## src/rtl/a23_copro15_pkg.sv

```systemverilog
`default_nettype none
// ============================================================================
// Module      : a23_copro15_pkg
// Description : Shared constants for the CP15 system-control coprocessor.
//               Holds register numbers, operation codes, the flush state
//               encoding and the region mask helper.
// Revision    : 1.0 - initial release
// ============================================================================
package a23_copro15_pkg;

  // CP15 register numbers (CRn)
  localparam logic [3:0] CRN_ID         = 4'd0;
  localparam logic [3:0] CRN_FLUSH      = 4'd1;
  localparam logic [3:0] CRN_CTRL       = 4'd2;
  localparam logic [3:0] CRN_CACHEABLE  = 4'd3;
  localparam logic [3:0] CRN_UPDATEABLE = 4'd4;
  localparam logic [3:0] CRN_DISRUPTIVE = 4'd5;
  localparam logic [3:0] CRN_FSTATUS    = 4'd6;
  localparam logic [3:0] CRN_FADDR      = 4'd7;
  localparam logic [3:0] CRN_FPOP       = 4'd8;

  // Coprocessor operation codes
  localparam logic [1:0] OP_MRC = 2'd1;
  localparam logic [1:0] OP_MCR = 2'd2;

  // Flush handshake states
  typedef enum logic [0:0] {
    ST_IDLE  = 1'b0,
    ST_FLUSH = 1'b1
  } flush_state_t;

  // Mask of implemented bits in an area register
  function automatic logic [31:0] region_mask(input int num_regions);
    if (num_regions >= 32) region_mask = 32'hFFFF_FFFF;
    else                   region_mask = (32'd1 << num_regions) - 32'd1;
  endfunction

endpackage
`default_nettype wire

```

## src/rtl/a23_fault_fifo.sv

```systemverilog
`default_nettype none
// ============================================================================
// Module      : a23_fault_fifo
// Description : Synchronous FIFO for the fault log. Drops pushes when full
//               (unless a pop frees the slot in the same cycle) and records
//               the loss in a sticky overflow flag.
// Revision    : 1.0 - initial release
// ============================================================================
module a23_fault_fifo #(
  parameter int DEPTH = 4,
  parameter int WIDTH = 40
) (
  input  logic                     clk,
  input  logic                     rst,
  input  logic                     push,
  input  logic                     pop,
  input  logic                     clr_overflow,
  input  logic [WIDTH-1:0]         wdata,
  output logic [WIDTH-1:0]         rdata,
  output logic [$clog2(DEPTH):0]   count,
  output logic                     empty,
  output logic                     overflow
);

  localparam int AW = $clog2(DEPTH);

  logic [WIDTH-1:0] mem [DEPTH];
  logic [AW-1:0]    wr_ptr;
  logic [AW-1:0]    rd_ptr;
  logic             full;
  logic             do_push;
  logic             do_pop;
  logic             drop;

  // A pop on a full log frees the slot, so a same-cycle push is accepted
  always_comb begin
    full    = (count == (AW+1)'(DEPTH));
    empty   = (count == '0);
    do_pop  = pop && !empty;
    do_push = push && (!full || do_pop);
    drop    = push && !do_push;
    rdata   = empty ? '0 : mem[rd_ptr];
  end

  // Pointer and occupancy tracking; pointers wrap since DEPTH is a power of two
  always_ff @(posedge clk) begin
    if (rst) begin
      wr_ptr <= '0;
      rd_ptr <= '0;
      count  <= '0;
    end else begin
      if (do_push) wr_ptr <= wr_ptr + 1'b1;
      if (do_pop)  rd_ptr <= rd_ptr + 1'b1;
      case ({do_push, do_pop})
        2'b10:   count <= count + 1'b1;
        2'b01:   count <= count - 1'b1;
        default: count <= count;
      endcase
    end
  end

  // Storage array, no reset needed since reads are gated by empty
  always_ff @(posedge clk) begin
    if (do_push) mem[wr_ptr] <= wdata;
  end

  // Sticky loss flag; a new drop wins over a simultaneous clear
  always_ff @(posedge clk) begin
    if (rst)               overflow <= 1'b0;
    else if (drop)         overflow <= 1'b1;
    else if (clr_overflow) overflow <= 1'b0;
  end

endmodule
`default_nettype wire

```

## src/rtl/a23_copro15_v2.sv

```systemverilog
`default_nettype none
// ============================================================================
// Module      : a23_copro15_v2
// Description : CP15 system-control coprocessor: cache control, per-region
//               attribute registers, registered attribute lookup, handshaked
//               cache flush and a FIFO fault log.
// Revision    : 1.0 - initial release
// ============================================================================
module a23_copro15_v2
  import a23_copro15_pkg::*;
#(
  parameter int          NUM_REGIONS  = 32,
  parameter int          REGION_SHIFT = 21,
  parameter int          FAULT_DEPTH  = 4,
  parameter logic [31:0] ID_VALUE     = 32'h4156_0400
) (
  input  logic        i_clk,
  input  logic        i_rst,
  input  logic        i_fetch_stall,
  input  logic [3:0]  i_copro_crn,
  input  logic [1:0]  i_copro_operation,
  input  logic [31:0] i_copro_write_data,
  input  logic        i_fault,
  input  logic [7:0]  i_fault_status,
  input  logic [31:0] i_fault_address,
  input  logic [31:0] i_lookup_address,
  input  logic        i_cache_flush_done,
  output logic [31:0] o_copro_read_data,
  output logic        o_cache_enable,
  output logic        o_cache_flush,
  output logic        o_copro_busy,
  output logic        o_lookup_cacheable,
  output logic        o_lookup_updateable,
  output logic        o_lookup_disruptive,
  output logic        o_fault_pending
);

  localparam int          CW        = $clog2(FAULT_DEPTH) + 1;
  localparam logic [31:0] AREA_MASK = region_mask(NUM_REGIONS);

  logic [2:0]   cache_control;
  logic [31:0]  cacheable;
  logic [31:0]  updateable;
  logic [31:0]  disruptive;
  flush_state_t state;
  flush_state_t state_next;
  logic         mcr;
  logic         flush_req;
  logic         fault_pop;
  logic         fault_clr;
  logic         fault_push;
  logic [39:0]  log_head;
  logic [CW-1:0] log_count;
  logic         log_empty;
  logic         log_overflow;
  logic [31:0]  read_next;
  logic [31:0]  idx;
  logic         in_range;

  // Decode of the unstalled coprocessor write and fault strobes
  always_comb begin
    mcr        = (i_copro_operation == OP_MCR) && !i_fetch_stall;
    flush_req  = mcr && (i_copro_crn == CRN_FLUSH);
    fault_pop  = mcr && (i_copro_crn == CRN_FPOP);
    fault_clr  = fault_pop && i_copro_write_data[0];
    fault_push = i_fault && !i_fetch_stall;
  end

  // Control and area register writes; unimplemented region bits stay zero
  always_ff @(posedge i_clk) begin
    if (i_rst) begin
      cache_control <= '0;
      cacheable     <= '0;
      updateable    <= '0;
      disruptive    <= '0;
    end else if (mcr) begin
      case (i_copro_crn)
        CRN_CTRL:       cache_control <= i_copro_write_data[2:0];
        CRN_CACHEABLE:  cacheable     <= i_copro_write_data & AREA_MASK;
        CRN_UPDATEABLE: updateable    <= i_copro_write_data & AREA_MASK;
        CRN_DISRUPTIVE: disruptive    <= i_copro_write_data & AREA_MASK;
        default:        ;
      endcase
    end
  end

  // Flush state register
  always_ff @(posedge i_clk) begin
    if (i_rst) state <= ST_IDLE;
    else       state <= state_next;
  end

  // Flush next state; repeat requests while flushing merge into the current one
  always_comb begin
    state_next = state;
    case (state)
      ST_IDLE:  if (flush_req)          state_next = ST_FLUSH;
      ST_FLUSH: if (i_cache_flush_done) state_next = ST_IDLE;
      default:                          state_next = ST_IDLE;
    endcase
  end

  assign o_cache_flush  = (state == ST_FLUSH);
  assign o_copro_busy   = (state == ST_FLUSH);
  assign o_cache_enable = cache_control[0];

  a23_fault_fifo #(
    .DEPTH (FAULT_DEPTH),
    .WIDTH (40)
  ) u_fault_fifo (
    .clk          (i_clk),
    .rst          (i_rst),
    .push         (fault_push),
    .pop          (fault_pop),
    .clr_overflow (fault_clr),
    .wdata        ({i_fault_status, i_fault_address}),
    .rdata        (log_head),
    .count        (log_count),
    .empty        (log_empty),
    .overflow     (log_overflow)
  );

  assign o_fault_pending = !log_empty;

  // Read mux, selected by CRn independent of the operation code
  always_comb begin
    read_next = '0;
    case (i_copro_crn)
      CRN_ID:         read_next = ID_VALUE;
      CRN_FLUSH:      read_next = {31'd0, o_copro_busy};
      CRN_CTRL:       read_next = {29'd0, cache_control};
      CRN_CACHEABLE:  read_next = cacheable;
      CRN_UPDATEABLE: read_next = updateable;
      CRN_DISRUPTIVE: read_next = disruptive;
      CRN_FSTATUS:    read_next = {log_overflow, 7'd0, {(8-CW){1'b0}}, log_count,
                                   8'd0, log_head[39:32]};
      CRN_FADDR:      read_next = log_head[31:0];
      default:        read_next = '0;
    endcase
  end

  // Registered read data, frozen while the pipeline is stalled
  always_ff @(posedge i_clk) begin
    if (i_rst)               o_copro_read_data <= '0;
    else if (!i_fetch_stall) o_copro_read_data <= read_next;
  end

  always_comb begin
    idx      = i_lookup_address >> REGION_SHIFT;
    in_range = (idx < 32'(NUM_REGIONS));
  end

  // Registered attribute lookup; addresses beyond the last region get no attributes
  always_ff @(posedge i_clk) begin
    if (i_rst) begin
      o_lookup_cacheable  <= 1'b0;
      o_lookup_updateable <= 1'b0;
      o_lookup_disruptive <= 1'b0;
    end else begin
      o_lookup_cacheable  <= in_range && cacheable[idx[4:0]];
      o_lookup_updateable <= in_range && updateable[idx[4:0]];
      o_lookup_disruptive <= in_range && disruptive[idx[4:0]];
    end
  end

endmodule
`default_nettype wire

```

## config.mk

```make
export PLATFORM = sky130hd
export DESIGN_NAME = a23_copro15_v2
export DESIGN_NICKNAME = d
export VERILOG_FILES = /design/src/rtl/a23_copro15_pkg.sv /design/src/rtl/a23_fault_fifo.sv /design/src/rtl/a23_copro15_v2.sv
export SDC_FILE = /design/constraint.sdc
export NUM_CORES = 1
export LEC_CHECK = 0
export ABC_AREA = 1
export BUFFER_PORTS_ARGS = -buffer_cell sky130_fd_sc_hd__clkbuf_2
export CORE_MARGIN = 2
export CORE_UTILIZATION = 58
export CTS_CLUSTER_SIZE = 24
export DETAILED_ROUTE_END_ITERATION = 8
export PLACE_DENSITY = 0.89
export SYNTH_ARGS = -nofsm -noshare
export SYNTH_HDL_FRONTEND = slang
export SYNTH_SLANG_ARGS = --single-unit
```

## constraint.sdc

```tcl
create_clock -name i_clk -period 4.61 [get_ports i_clk]
set_input_delay 1.383 -clock i_clk [delete_from_list [all_inputs] [get_ports i_clk]]
set_output_delay 1.383 -clock i_clk [all_outputs]
set_load 0.05 [all_outputs]
```

== After elaboration in Yosys (flattened, before gate mapping) ==
Memories as Yosys holds them, arrays and structs flattened. A register that Yosys moved wholly into a read port is not among the register bits.
Cells that the tools add are included.

* Flip-flop bits (word level): 143
* Memory bits (writable): 160
* Input port bits: 115
* Output and inout bits: 39
* Word-level logic and storage cells: 75
* Memories kept: 1

{| class="wikitable"
|+ Memory list
! name !! words !! bits a word !! read ports !! clocked after memory_dff !! wr ports !! line !! text
|-
| u_fault_fifo.mem || 4 || 40 || 1 || 1 || 1 || a23_fault_fifo.sv:27 || <nowiki>logic [WIDTH-1:0] mem [DEPTH];</nowiki>
|}

* Add/subtract/negate cells: 4
* Magnitude comparators: 2
* Equality and inequality tests: 12
* Mux-type cells: 18
* Bitwise logic cells: 1
* Reduce and logical (&&, ||, !) cells: 24

{| class="wikitable"
|+ Operator list
! operator !! number
|-
| case mux 32 bit (8 select lines) || 1
|-
| 2-to-1 mux 40 bit || 1
|-
| == test 4 x 3 -> 1 bit (second input constant) || 4
|-
| binary-select mux 1 bit (select 5 bit) || 3
|-
| logical AND 1 bit || 11
|-
| < comparator 11 x 6 -> 1 bit (second input constant) || 1
|-
| 2-to-1 mux 1 bit || 9
|-
| == test 4 x 2 -> 1 bit (second input constant) || 2
|-
| AND reduction 2 bit || 4
|-
| < comparator 5 x 6 -> 1 bit (second input constant) || 1
|-
| case mux 3 bit (2 select lines) || 1
|-
| adder 2 x 1 -> 2 bit (second input constant) || 2
|-
| == test 2 bit (second input constant) || 2
|-
| == test 4 x 1 -> 1 bit (second input constant) || 1
|-
| == test 4 bit (second input constant) || 1
|-
| zero test 1 bit || 4
|-
| zero test 4 bit || 1
|-
| 2-to-1 mux 2 bit || 2
|-
| nonzero test 2 bit || 2
|-
| adder 3 x 1 -> 3 bit (second input constant) || 1
|-
| == test 3 bit (second input constant) || 1
|-
| zero test 3 bit || 1
|-
| subtractor 3 x 1 -> 3 bit (second input constant) || 1
|-
| == test 2 x 1 -> 1 bit (second input constant) || 1
|-
| other kinds (3) || 3
|}

== Depth between registers and ports, before layout ==
Gate-level depths: netlist of the first run.

* Depth after elaboration: 9
* Gate-level depth with buffers: 12
* Mapped depth without buffers: 12

== Modules after synthesis ==
From an unflattened synthesis of the first run, not the netlist that was laid out.

* Cells, all modules: 1,609
* Area, all modules: 13,521.7 sq um

{| class="wikitable"
|+ By module, submodules not included
! module !! times used !! cells an instance !! area each (sq um)
|-
| a23_copro15_v2 || 1 || 1,059 || 6,776.5
|-
| a23_fault_fifo || 1 || 550 || 6,745.2
|}

== Worst setup path after synthesis of the first run ==
OpenSTA, ideal clock, no wires.

* Path kind: input -> register
* Start point: input port i_fetch_stall
* End point: memory u_fault_fifo.mem[0][0], enable pin
* Library setup time: 0.437 ns
* Arrival: 3.798 ns
* Required time: 4.173 ns
* Setup slack: 0.374 ns
* Cell stages on the path: 6
* Buffers on the path: 1
* Path through: buf_6 > nor3b_4 > nand2_1 > nand2_1 > nand2_1 > nor2_1

* Cells in the longest elaborated chain, start to end: 8
* Elaborated cells between the ends (all ways): 9

{| class="wikitable"
|+ Ends and longest elaborated chain
! item !! line !! text
|-
| start: declaration || a23_copro15_v2.sv:19 || <nowiki>input logic i_fetch_stall,</nowiki>
|-
| zero test 1 bit (*) || n/a ||
|-
| logical AND 1 bit || a23_copro15_v2.sv:62 || <nowiki>mcr = (i_copro_operation == OP_MCR) && !i_fetch_stall;</nowiki>
|-
| logical AND 1 bit || a23_copro15_v2.sv:64 || <nowiki>fault_pop = mcr && (i_copro_crn == CRN_FPOP);</nowiki>
|-
| logical AND 1 bit || a23_fault_fifo.sv:39 || <nowiki>do_pop = pop && !empty;</nowiki>
|-
| logical OR 1 bit || a23_fault_fifo.sv:40 || <nowiki>do_push = push && (!full || do_pop);</nowiki>
|-
| logical AND 1 bit (*) || a23_fault_fifo.sv:40 ||
|-
| 2-to-1 mux 1 bit (*) || a23_fault_fifo.sv:64 || <nowiki>if (do_push) mem[wr_ptr] <= wdata;</nowiki>
|-
| 2-to-1 mux 1 bit (not written as such) (*) || a23_fault_fifo.sv:64 ||
|-
| end: declaration || a23_fault_fifo.sv:27 ||
|}

Every way passes the cells marked *; elsewhere a longest branch is shown, timed or not.

== Worst setup path after layout of the first run ==
* Start point: input port i_fetch_stall
* End point: memory u_fault_fifo.mem[3][16], enable pin

The elaborated chain is that of the path after synthesis.

==> results of run 1 <==
metrics by stage:
step	hold WS [ps]	setup slack [ps]	instance area [um^2]
2_1_floorplan	436.2	374.2	13340
3_3_place_gp	445.1	1070	14160
3_5_place_dp	449.8	1035	14160
4_1_cts	455.6	1605	15030
5_1_grt	480.9	1478	15030
6_report	460.4	1600	15030
routing by layer:
layer | routed length (um) | part of all wire
met3 | 4083 | 0.11
met4 | 1255 | 0.035
met5 | 0 | 0
met2 | 17010 | 0.48
met1 | 13450 | 0.38
layout make-up:
cell class              count  area share
repair buffers            157     0.05893
flip-flops and latches    305      0.5128
well taps                 285     0.02372
clock buffers              37     0.05094
inverters                  75     0.01873
clock inverters            16    0.007074
multi-input cells        1134      0.3278
power groups by stage:
| stage | sequential [mW] | combinational (mW) | clock (mW) |
|---|---|---|---|
| 2_1_floorplan | 2.98 | 0.168 | 0 |
| 3_3_place_gp | 2.97 | 0.300 | 0 |
| 3_5_place_dp | 2.98 | 0.310 | 0 |
| 4_1_cts | 2.92 | 0.314 | 2.24 |
| 5_1_grt | 2.92 | 0.347 | 2.35 |
| 6_report | 2.92 | 0.320 | 2.23 |
worst max-delay path: stages:
cell and delay (ps):
sky130_fd_sc_hd__clkbuf_2 180, sky130_fd_sc_hd__nor3b_4 320, sky130_fd_sc_hd__nand2_1 170, sky130_fd_sc_hd__nand2_1 90, sky130_fd_sc_hd__nand2_1 290, sky130_fd_sc_hd__nor2_4 510, sky130_fd_sc_hd__buf_12 270
kinds of logic after synthesis:
group / share of synthesized area
AO/OA/AOI/OAI: 0.1154
adder cells (fa/ha/maj): 0.005254
AND/OR/NAND/NOR: 0.2465
buffers and inverters: 0.05498
flip-flops: 0.5779
sequential cells by signal (all words and copies together) (netlist names), named ones only:
name,flops
updateable,32
u_fault_fifo.rd_ptr,2
u_fault_fifo.overflow,1
u_fault_fifo.wr_ptr,2
u_fault_fifo.count,3
cache_control,3
o_cache_flush,1
cacheable,32
disruptive,32
o_copro_read_data,32
o_lookup_cacheable,1
u_fault_fifo.mem,160
o_lookup_disruptive,1
o_lookup_updateable,1
final timing paths:
kind	startpoint	end	slack (ps)
worst min-delay path	o_copro_read_data[31]	o_copro_read_data[31]	460
worst min register to register	o_copro_read_data[31]	o_copro_read_data[31]	460
worst max-delay path	i_fetch_stall	u_fault_fifo.mem[3][16]	1600
worst max register to register	flip-flop	o_copro_read_data[11]	2130
layout by cell type, fill, tap and decap left out:
master and instances:
sky130_fd_sc_hd__a21oi_2 1, sky130_fd_sc_hd__nand2_2 3, sky130_fd_sc_hd__edfxtp_1 160, sky130_fd_sc_hd__inv_2 9, sky130_fd_sc_hd__nor2_4 9, sky130_fd_sc_hd__clkinvlp_2 3
sky130_fd_sc_hd__dfxtp_2 1, sky130_fd_sc_hd__nand3_1 97, sky130_fd_sc_hd__nand2_1 387, sky130_fd_sc_hd__a211oi_1 1, sky130_fd_sc_hd__buf_4 22, sky130_fd_sc_hd__inv_1 64
sky130_fd_sc_hd__o21ai_0 199, sky130_fd_sc_hd__nor4_1 1, sky130_fd_sc_hd__clkinv_2 4, sky130_fd_sc_hd__o21ai_1 19, sky130_fd_sc_hd__buf_12 3, sky130_fd_sc_hd__clkbuf_2 132
sky130_fd_sc_hd__bufinv_16 1, sky130_fd_sc_hd__clkinv_1 7, sky130_fd_sc_hd__clkbuf_1 7, sky130_fd_sc_hd__dfxtp_1 144, sky130_fd_sc_hd__a31oi_1 1, sky130_fd_sc_hd__nor3b_4 1
sky130_fd_sc_hd__ha_1 4, sky130_fd_sc_hd__a21oi_1 82, sky130_fd_sc_hd__nor2_2 5, sky130_fd_sc_hd__clkinvlp_4 3, sky130_fd_sc_hd__clkbuf_8 1, sky130_fd_sc_hd__clkbuf_16 29
sky130_fd_sc_hd__o211ai_1 2, sky130_fd_sc_hd__fa_1 1, sky130_fd_sc_hd__nor2_1 321
==> run summary, run 1 <==
The CTS buffer count came out at 29. The layout-stage area growth over the synthesis result came out at 12.72%. The cell count after synthesis came out at around 1600. The required time reported for the critical path endpoint came out at 4850 ps. The global-route track usage on met3 came out at 0.07056. The post-synthesis instance area is 13340 um^2.

The fraction of the cycle the final worst path needs is 0.6530. In the final layout, the multi-input gates occupy 4928 um^2. The number of failing setup endpoints in the final timing report is 0. The floorplan die area is around 24000 um^2.

The total number of nets in the final design came out at 1822. Of all cell types, the one taking the most synthesized area is sky130_fd_sc_hd__edfxtp_1. The floorplan step set the die height to 155.6 um. After layout, the design draws a total of 5.465 mW. The kind of critical path is primary input to flip-flop. The slew of the pin with the lowest slew margin is 1058 ps.

The number of iterations in the first detailed-routing pass is 7. The routed via count divided by cell count came out at about 5.8. The average detailed-routed wire length per instance is 17.82 um. The first global-routing pass estimated 55900 um of wire. The relative contribution of sequential cells to total power is 0.534.

The number of antenna violations at the first check in global routing is 1. The fraction of power consumed by combinational cells came out at 0.059. The utilization after layout came out at 0.6660. The first-iteration detailed-routing DRC count came out at 1491. For met2 alone, demand over resource in global routing was 0.4756. The buffers inserted during post-CTS setup optimization is 0. The post-route DRC violation count is 0. The proportion of register bits with asynchronous set or reset after synthesis came out at 0.

The run finished with clean final reports. In the global route stage, overall resource usage came out at 0.2901. The worst max-slew margin expressed relative to the limit is 0.2934. Of the cells placed in the final design, the portion with a size suffix greater than 1 is 0.1317. The layer with the highest usage is met2. Entering global routing, the biggest net connects 72 pins. The synthesized design contains 160 enable-type register cells. The number of placement rows came out at between 50 and 60. Counting instances, the worst hold path has a depth of 2. The mean instance size in the synthesized netlist came out at 8.289 um^2. The horizontal extent of the die came out at 155.6 um. Clock tree synthesis found a total of 305 sinks.

No sink is reached through more buffers than the 3 on the longest clock path. For this run, the leading register cell type out of synthesis is sky130_fd_sc_hd__edfxtp_1. The count of unique library cells instantiated by Yosys came out at 28. The number of antenna diodes in the final layout is 0. The maximum vdd drop is 0.0003678 V.

The worst-case clock skew came out at about 11 ps. The post-placement cell count came out at 1956. The clock latency of the later-clocked register in the worst-skew pair came out at 550 ps.

The design internal power came out at 4.216 mW. By instance count, the leading cell after synthesis is sky130_fd_sc_hd__nand2_1. For this run the aggregate overflow at the end of global routing stands at 0. The power density over the cells came out at 363.5 nW/um^2. Buffers inserted to repair hold after CTS numbered 0. The count of max-cap constraint violations is 0.

For this design the total switching power over the nets is 1.248 mW. The fraction of synthesized cell area taken by the top area cell type came out at 0.3603. The flip-flop and latch count after synthesis is 305. The remaining antenna violation count is 0.

The clock-pin slew reported for the worst setup and hold paths after clock tree synthesis is about 60 ps. The via count of the first global-routing pass is between 10000 and 15000. TritonCTS built the clock tree. The switching portion of total power came out at 0.2284. The number of buffers added on ports is 132. The arrival time at the worst endpoint is 3250 ps. The final setup TNS is 0 ps.

The final wirelength came out at ~36000 um. The sequential cell area is 7709 um^2. The category of the worst setup path capture point is a flip-flop. By area the synthesized netlist is led by sky130_fd_sc_hd__edfxtp_1 (36%), sky130_fd_sc_hd__dfxtp_1 (22%), sky130_fd_sc_hd__nand2_1 (11%), sky130_fd_sc_hd__nor2_1 (9.2%), sky130_fd_sc_hd__o21ai_0 (7.5%). In this run the worst path has a maximum fanout of 27.

The starting density of the core came out at 0.5909. In the synthesized netlist, the cells that appear most often are sky130_fd_sc_hd__nand2_1 (387), sky130_fd_sc_hd__nor2_1 (326), sky130_fd_sc_hd__o21ai_0 (199). Of the synthesized area, sequential elements account for 0.5779. The total half-perimeter wirelength after legalization and detailed placement came out at between 20000 and 25000 um. Counting I/O delays and the setup requirement, the final critical path takes roughly 3000 ps.

154 I/O pins were placed. The worst hold path belongs to the class flip-flop to flip-flop. Detailed routing inserted a total of roughly 12000 vias. The H-tree depth is 1. The final weighted congestion of routability-driven global placement came out at a little over 0.9. In this run the static leakage power is 6.042 nW. The placeable core region came out at 22570 um^2.

The number of cells on the worst reg-to-reg path is 7. The worst setup path is launched from a primary input. The Yosys warning count is 0. Of the total power, the clock network draws 0.407. The final-report hold violation count came out at 0. Static timing analysis puts the maximum clock frequency at between 300 and 400 MHz.

The quantity of gates resized following cts came out at 0. In this run the clock root is driven by a sky130_fd_sc_hd__clkbuf_16. After the flow finishes, the layout carries non-filler instances totaling about 2000.

Setup repair after global routing left no endpoint under its margin. The total count of max-transition violations in the final report came to 0. The post-synthesis net count came out at 1729. The routing usage on met1 is 0.3661. The number of filler instances in the final layout came out at 1773.
Power figures use the tool's default switching activity.
==> run 2: changes to the inputs <==
--- a/config.mk
+++ b/config.mk
@@ -8,10 +8,10 @@
 export ABC_AREA = 1
 export BUFFER_PORTS_ARGS = -buffer_cell sky130_fd_sc_hd__clkbuf_2
 export CORE_MARGIN = 2
-export CORE_UTILIZATION = 58
+export CORE_UTILIZATION = 53
 export CTS_CLUSTER_SIZE = 24
 export DETAILED_ROUTE_END_ITERATION = 8
-export PLACE_DENSITY = 0.89
+export PLACE_DENSITY = 0.86
 export SYNTH_ARGS = -nofsm -noshare
 export SYNTH_HDL_FRONTEND = slang
 export SYNTH_SLANG_ARGS = --single-unit
==> constraint.sdc (replaced) <==
create_clock -name i_clk -period 2.6 [get_ports i_clk]
set_input_delay 0.78 -clock i_clk [delete_from_list [all_inputs] [get_ports i_clk]]
set_output_delay 0.78 -clock i_clk [all_outputs]
set_load 0.05 [all_outputs]
==> run summary, run 2 (same netlist as run 1, synthesis figures left out) <==
The run finished with clean final reports. The total number of nets in the final design is 1840. The initial utilization of the core area, before any placement, comes to 0.5342. The maximum fanout encountered on the critical timing path came out at 5. For this run, the top clock speed supported by timing is about 450 MHz.

The number of antenna violations at the first check in global routing came out at 1. After the first detailed-routing iteration, the DRC count stood at 1151. The die is 162.6 um wide. For the pin with the worst max-slew slack, the measured transition is 808.7 ps.

The vertical die dimension came out at 162.6 um. The fraction of power consumed by combinational cells came out at 0.058. Clock latency on the worst-skew pair, taken at its later pin, is 550 ps. At the end of routability-driven placement, the weighted congestion stood at 0.8955. The static leakage power came out at 6.231 nW. STA classifies the critical path endpoint as an output port. The overall track demand over capacity in global routing is 0.2682. The register with the most flip-flops in the layout has between 150 and 200 of them. Power spread over the standard cell area amounts to 656.4 nW/um^2.

The internal power of the cells totals ~7.9 mW. In this run the clock root is driven by a sky130_fd_sc_hd__clkbuf_16. The total count of max-transition violations in the final report is 0.

The required time reported for the critical path endpoint came out at 1820 ps. The share of total power dissipated in the clock network is 0.434. The library cells used most frequently in the layout, excluding fill and tap cells, are sky130_fd_sc_hd__nand2_1 (387), sky130_fd_sc_hd__nor2_1 (321), sky130_fd_sc_hd__o21ai_0 (199). TritonCTS built the clock tree. Final hold analysis gives a worst-case slack of 404.3 ps.

With fillers left out, the area of the finished cells amounts to between 15000 and 20000 um^2. The via count of the first global-routing pass came out at 11030. The most flop-heavy register is u_fault_fifo.mem. The average detailed-routed wire length per instance is between 15 and 20 um. Once placement finished, the instance area stood at 14500 um^2.

The number of hold buffers added after CTS is 0. Entering global routing, the biggest net connects 90 pins. The clock tree buffer depth came out at 3. At the worst endpoint, the arrival time is around 1500 ps. For this run, the share of the core covered by cells in the final layout is 0.6208. The worst setup path is launched from a flip-flop. The relative contribution of sequential cells to total power came out at 0.509.

The boundary pin count is 154. The class of the tightest hold or removal check is primary input to flip-flop. The final-report hold violation count is 0.

The floorplan die area came out at 26450 um^2. From synthesis to final layout, the design area changed by 16.20%. The final wirelength came out at 35770 um. The number of placement rows is 58. The CTS buffer count came out at 30. The clock-pin slew reported for the worst setup and hold paths after clock tree synthesis is 70 ps.

Setup repair after global routing left no endpoint under its margin. The via total after detailed routing is 11440. For this design the total switching power over the nets is 2.280 mW. Setup violations remaining at the end of the flow were counted as 0. The remaining antenna violation count came out at 0. Total power for the finished layout comes to 10.17 mW. The number of iterations in the first detailed-routing pass is 8. Counting every sink on the clock net gives 305. The routed via count divided by cell count came out at 5.511.

The critical path in this run is classified as flip-flop to output port. The buffers inserted during post-CTS setup optimization came out at 0. The leading cell type in the layout, fill and taps excluded is sky130_fd_sc_hd__nand2_1. The worst max-slew margin expressed relative to the limit came out at 0.4601. Summed over all layers, the global routing overflow is 0.

The fraction of layout cells with a size suffix above 1 came out at 0.1445. The global-route wire length before repair is 56280 um. The number of buffers added on ports is between 100 and 150.

Clock skew on the completed layout was measured at 7.323 ps. The core region is 24960 um^2. CTS built an H-tree with a depth of 1. The shortest period the worst path allows came out at 2231 ps. The quantity of gates resized following cts came out at 0. The total half-perimeter wirelength after legalization and detailed placement came out at 23590 um. The switching portion of total power is 0.2241. The maximum vdd drop came out at 0.0005795 V. Across the run, the number of max-cap violations was 0. The post-route DRC violation count came out at 0. Of the available clock period, the critical path in the final layout requires 0.8580.
## run 2: cell count changes in the layout (fill, tap and decap cells not counted), sizes merged
cell / change
diode: +1
clkinvlp: +2
bufinv: +3
clkinv: -1
buf: +17
clkbuf: -1
## run 2: path summary, 6_finish.rpt
kind	depth (start not counted)	slack, ps	end	start
hold / removal	2	400	o_cache_flush	i_cache_flush_done
hold reg to reg	2	470	o_copro_read_data[4]	o_copro_read_data[4]
setup / recovery	3	370	o_fault_pending	u_fault_fifo.count[0]
setup reg to reg	10	770	u_fault_fifo.count[2]	u_fault_fifo.count[0]
## run 2: final cells by class
| class | count | area, um^2 |
|---|---|---|
| Sequential cell | 305 | 7709 |
| Antenna cell | 1 | 2.502 |
| Fill cell | 2053 | 9467 |
| Clock buffer | 36 | 794.5 |
| Tap cell | 330 | 412.9 |
| Inverter | 75 | 281.5 |
| Clock inverter | 20 | 205.2 |
| Timing Repair Buffer | 174 | 1164 |
| Multi-Input combinational cell | 1134 | 4928 |
## run 2: routing by layer
layer	global-route usage	routed length [um]	vias to the layer above	share of wire
met4	0.09614	1272	0	0.036
met5	0	0	-	0
li1	-	-	5504	-
met3	0.04431	3103	104	0.087
met1	0.3520	14340	5273	0.40
met2	0.4520	17060	554	0.48
## run 2: critical path, stage by stage (launching register included)
cell                       delay (ps)
sky130_fd_sc_hd__dfxtp_1          310
sky130_fd_sc_hd__inv_1            140
sky130_fd_sc_hd__nand3_1          170
sky130_fd_sc_hd__clkbuf_2         280
## run 2: power groups by stage
stage,Sequential [mW],Combinational [mW],Clock [mW]
2_1_floorplan,5.29,0.299,0
3_3_place_gp,5.27,0.557,0
3_5_place_dp,5.28,0.573,0
4_1_cts,5.17,0.578,4.46
5_1_grt,5.18,0.640,4.63
6_report,5.17,0.586,4.41
## run 2: metrics by stage
step                      setup TNS [ps]  setup slack (ps)  std cells
final                                  0             369.2       2075
after global routing                   0             272.9       2074
after CTS                              0             338.6       2074
after detailed placement               0             21.28       2018
after global placement                 0             65.77       2018
after floorplan                   -66530            -415.8       1609
==> run 3: changes to the inputs <==
--- a/config.mk
+++ b/config.mk
@@ -6,12 +6,15 @@
 export NUM_CORES = 1
 export LEC_CHECK = 0
 export ABC_AREA = 1
+export ABC_CLOCK_PERIOD_IN_PS = 2600
 export BUFFER_PORTS_ARGS = -buffer_cell sky130_fd_sc_hd__clkbuf_2
 export CORE_MARGIN = 2
-export CORE_UTILIZATION = 53
+export CORE_UTILIZATION = 55
+export CTS_BUF_LIST = sky130_fd_sc_hd__clkbuf_4
 export CTS_CLUSTER_SIZE = 24
 export DETAILED_ROUTE_END_ITERATION = 8
-export PLACE_DENSITY = 0.86
+export MAX_ROUTING_LAYER = met4
+export PLACE_DENSITY = 0.89
 export SYNTH_ARGS = -nofsm -noshare
 export SYNTH_HDL_FRONTEND = slang
 export SYNTH_SLANG_ARGS = --single-unit
==> run summary, run 3 (same netlist as run 1, synthesis figures left out) <==
The arrival time at the worst endpoint is 1650 ps. CTS placed an instance of sky130_fd_sc_hd__clkbuf_4 at the clock tree root. Leaving out fill and tap cells, the most frequent cell in the layout is sky130_fd_sc_hd__nand2_1.

The delay of the slowest cell on the worst path is ~310 ps. The post-placement cell count came out at roughly 2000. The finished layout holds 2156 standard cells, fillers aside. STA classifies the critical path startpoint as a flip-flop. STA classifies the critical path endpoint as an output port. The sequential cell area came out at 7709 um^2. The number of hold buffers added after CTS is 0. The total congestion overflow came out at 0. For hold timing, the worst endpoint is o_cache_flush.

The first-iteration detailed-routing DRC count came out at approximately 1600. TritonCTS built the clock tree. The floorplan die area came out at 25510 um^2.

The vertical die dimension came out at 159.7 um. The post-route DRC violation count is 0. The total clock sinks came out at 305. Counting flops per register, the top entry is u_fault_fifo.mem.

The via count of the first global-routing pass is 11410. Clock-pin slew was measured on the worst setup and hold paths at 70 ps. The clock latency of the later-clocked register in the worst-skew pair is around 730 ps.

The worst-case clock skew is 61.83 ps. The fraction of the cycle the final worst path needs came out at 0.9361. Leaving out fill and tap cells, the most frequent cells in the layout are sky130_fd_sc_hd__nand2_1 (387), sky130_fd_sc_hd__nor2_1 (321), sky130_fd_sc_hd__o21ai_0 (199).

The required time reported for the critical path endpoint came out at 1820 ps. The final-report hold violation count is 0. The post-place setup slack came out at 153.5 ps.

The detail route stage leaves a number of antenna-violating nets equal to 0. On the final layout, the worst hold slack is roughly 240 ps. The worst setup path is of the flip-flop to output port kind. The layout-stage area growth over the synthesis result came out at 16.15%.

The number of filler instances in the final layout came out at 1862. The largest net degree at the start of global routing came out at 90. The register with the most flip-flops in the layout has 160 of them.

The maximum fanout encountered on the critical timing path came out at 5. The number of buffers added on ports came out at 132. The CTS buffer count is 76.

The power density over the cells is 621.8 nW/um^2. The number of antenna violations at the first check in global routing is 4. The detailed router placed 11900 vias in this run.

Across the run, the number of max-cap violations was 0. Timing would allow up to 410.9 MHz. The H-tree depth came out at 3. The class of the tightest hold or removal check is primary input to flip-flop.

On the critical path, the stage with the largest delay is an instance of sky130_fd_sc_hd__dfxtp_1. For the pin with the worst max-slew slack, the measured transition is ~800 ps. The clock passes through at most 3 buffers.

The quantity of gates resized following cts is 0. The signal on the critical path passes through inv_1 -> nand3_1 -> clkbuf_2. The global-route wire length before repair is 57130 um. After detailed routing, the number of vias per cell comes to 5.520. The static leakage power came out at approximately 6.4 nW. The worst max-slew margin expressed relative to the limit is 0.4627. Setup violations remaining at the end of the flow were counted as 0. The overall track demand over capacity in global routing is 0.2907. The multi-input logic area is approximately 5000 um^2.

The startpoint identified for the worst register-to-register timing path is u_fault_fifo.count[0]. The flow ran to the end, and the final reports show no timing, DRC or antenna violations. The startpoint identified for the worst hold timing path is i_cache_flush_done. The worst hold path was traced through 2 stages. Wires add up to roughly 37000 um. The total half-perimeter wirelength after legalization and detailed placement came out at roughly 24000 um. The utilization after layout is 0.6560. The buffers inserted during post-CTS setup optimization came out at 0. The floorplan has 56 rows. Setup repair after global routing left no endpoint under its margin.

At the end of routability-driven placement, the weighted congestion stood at 0.9327. Measured in cells, the most critical reg-to-reg path has a length of 9. The fraction of layout cells with a size suffix above 1 is 0.1784. The number of iterations in the first detailed-routing pass came out at 6. about 150 I/O pins were placed. The horizontal extent of the die came out at between 150 and 200 um. The reg-to-reg setup timing slack came out at 740 ps. The placeable core region came out at around 24000 um^2. The final layout contains 1896 nets. In the final routed layout, each cell accounts on average for 16.98 um.

The total count of max-transition violations in the final report is 0. For this configuration, the core starts out at a cell density of 0.5648. The post-route worst setup slack is around 170 ps. The critical register-to-register path endpoint is u_fault_fifo.count[1]. The shortest period the worst path allows came out at 2434 ps.

The maximum vdd drop came out at roughly 0.00056 V.
run 3: cell count changes in the layout (fill, tap and decap cells not counted), sizes merged:
cell      change
inv           +2
clkinvlp      -7
bufinv        -4
clkbuf       +72
clkinv       +16
diode         +3
buf          +10
run 3: metrics by stage:
stage	setup TNS (ps)	area (um^2)	power, mW
floorplan	-66530	13350	5.589
global placement	0	14540	5.837
detailed placement	0	14540	5.859
CTS	0	15480	9.672
global route	0	15490	9.976
finish	0	15490	9.632
run 3: worst max-delay path by stage:
stage                                      from                      to  depth (start not counted)
final                     u_fault_fifo.count[0]         o_fault_pending                          3
after global routing      u_fault_fifo.count[0]         o_fault_pending                          3
after CTS                 u_fault_fifo.count[0]         o_fault_pending                          3
after detailed placement         i_copro_crn[0]   u_fault_fifo.count[2]                         12
after global placement           i_copro_crn[0]   u_fault_fifo.count[2]                         12
after floorplan                   i_fetch_stall  u_fault_fifo.mem[0][0]                          6
run 3: report_power, final:
group / switching [mW] / internal, mW
registers: 0.0286 / 5.14
logic: 0.410 / 0.188
clock network: 1.93 / 1.93
run 3: area by class of cell:
class	count	area share
antenna	4	0.0006462
clock buffer	108	0.05234
clock inverter	27	0.008078
inverter	75	0.01817
multi-input combinational	1134	0.3182
sequential	305	0.4977
tap	319	0.02577
timing repair buffer	184	0.07916
run 3: worst max-delay path: cells and delay by family (launching register included):
kind / cells / cell delay (ps)
DFF: 1 / 310
buffers and inverters: 2 / 430
and+or+nand+nor: 1 / 180
run 3: routing by layer:
layer,track usage,wire length (um),vias up
met2,0.4660,17500,694
met4,0.1335,1351,0
met3,0.06597,3905,119
met5,-,0,-
li1,-,-,5673
met1,0.3518,13850,5415
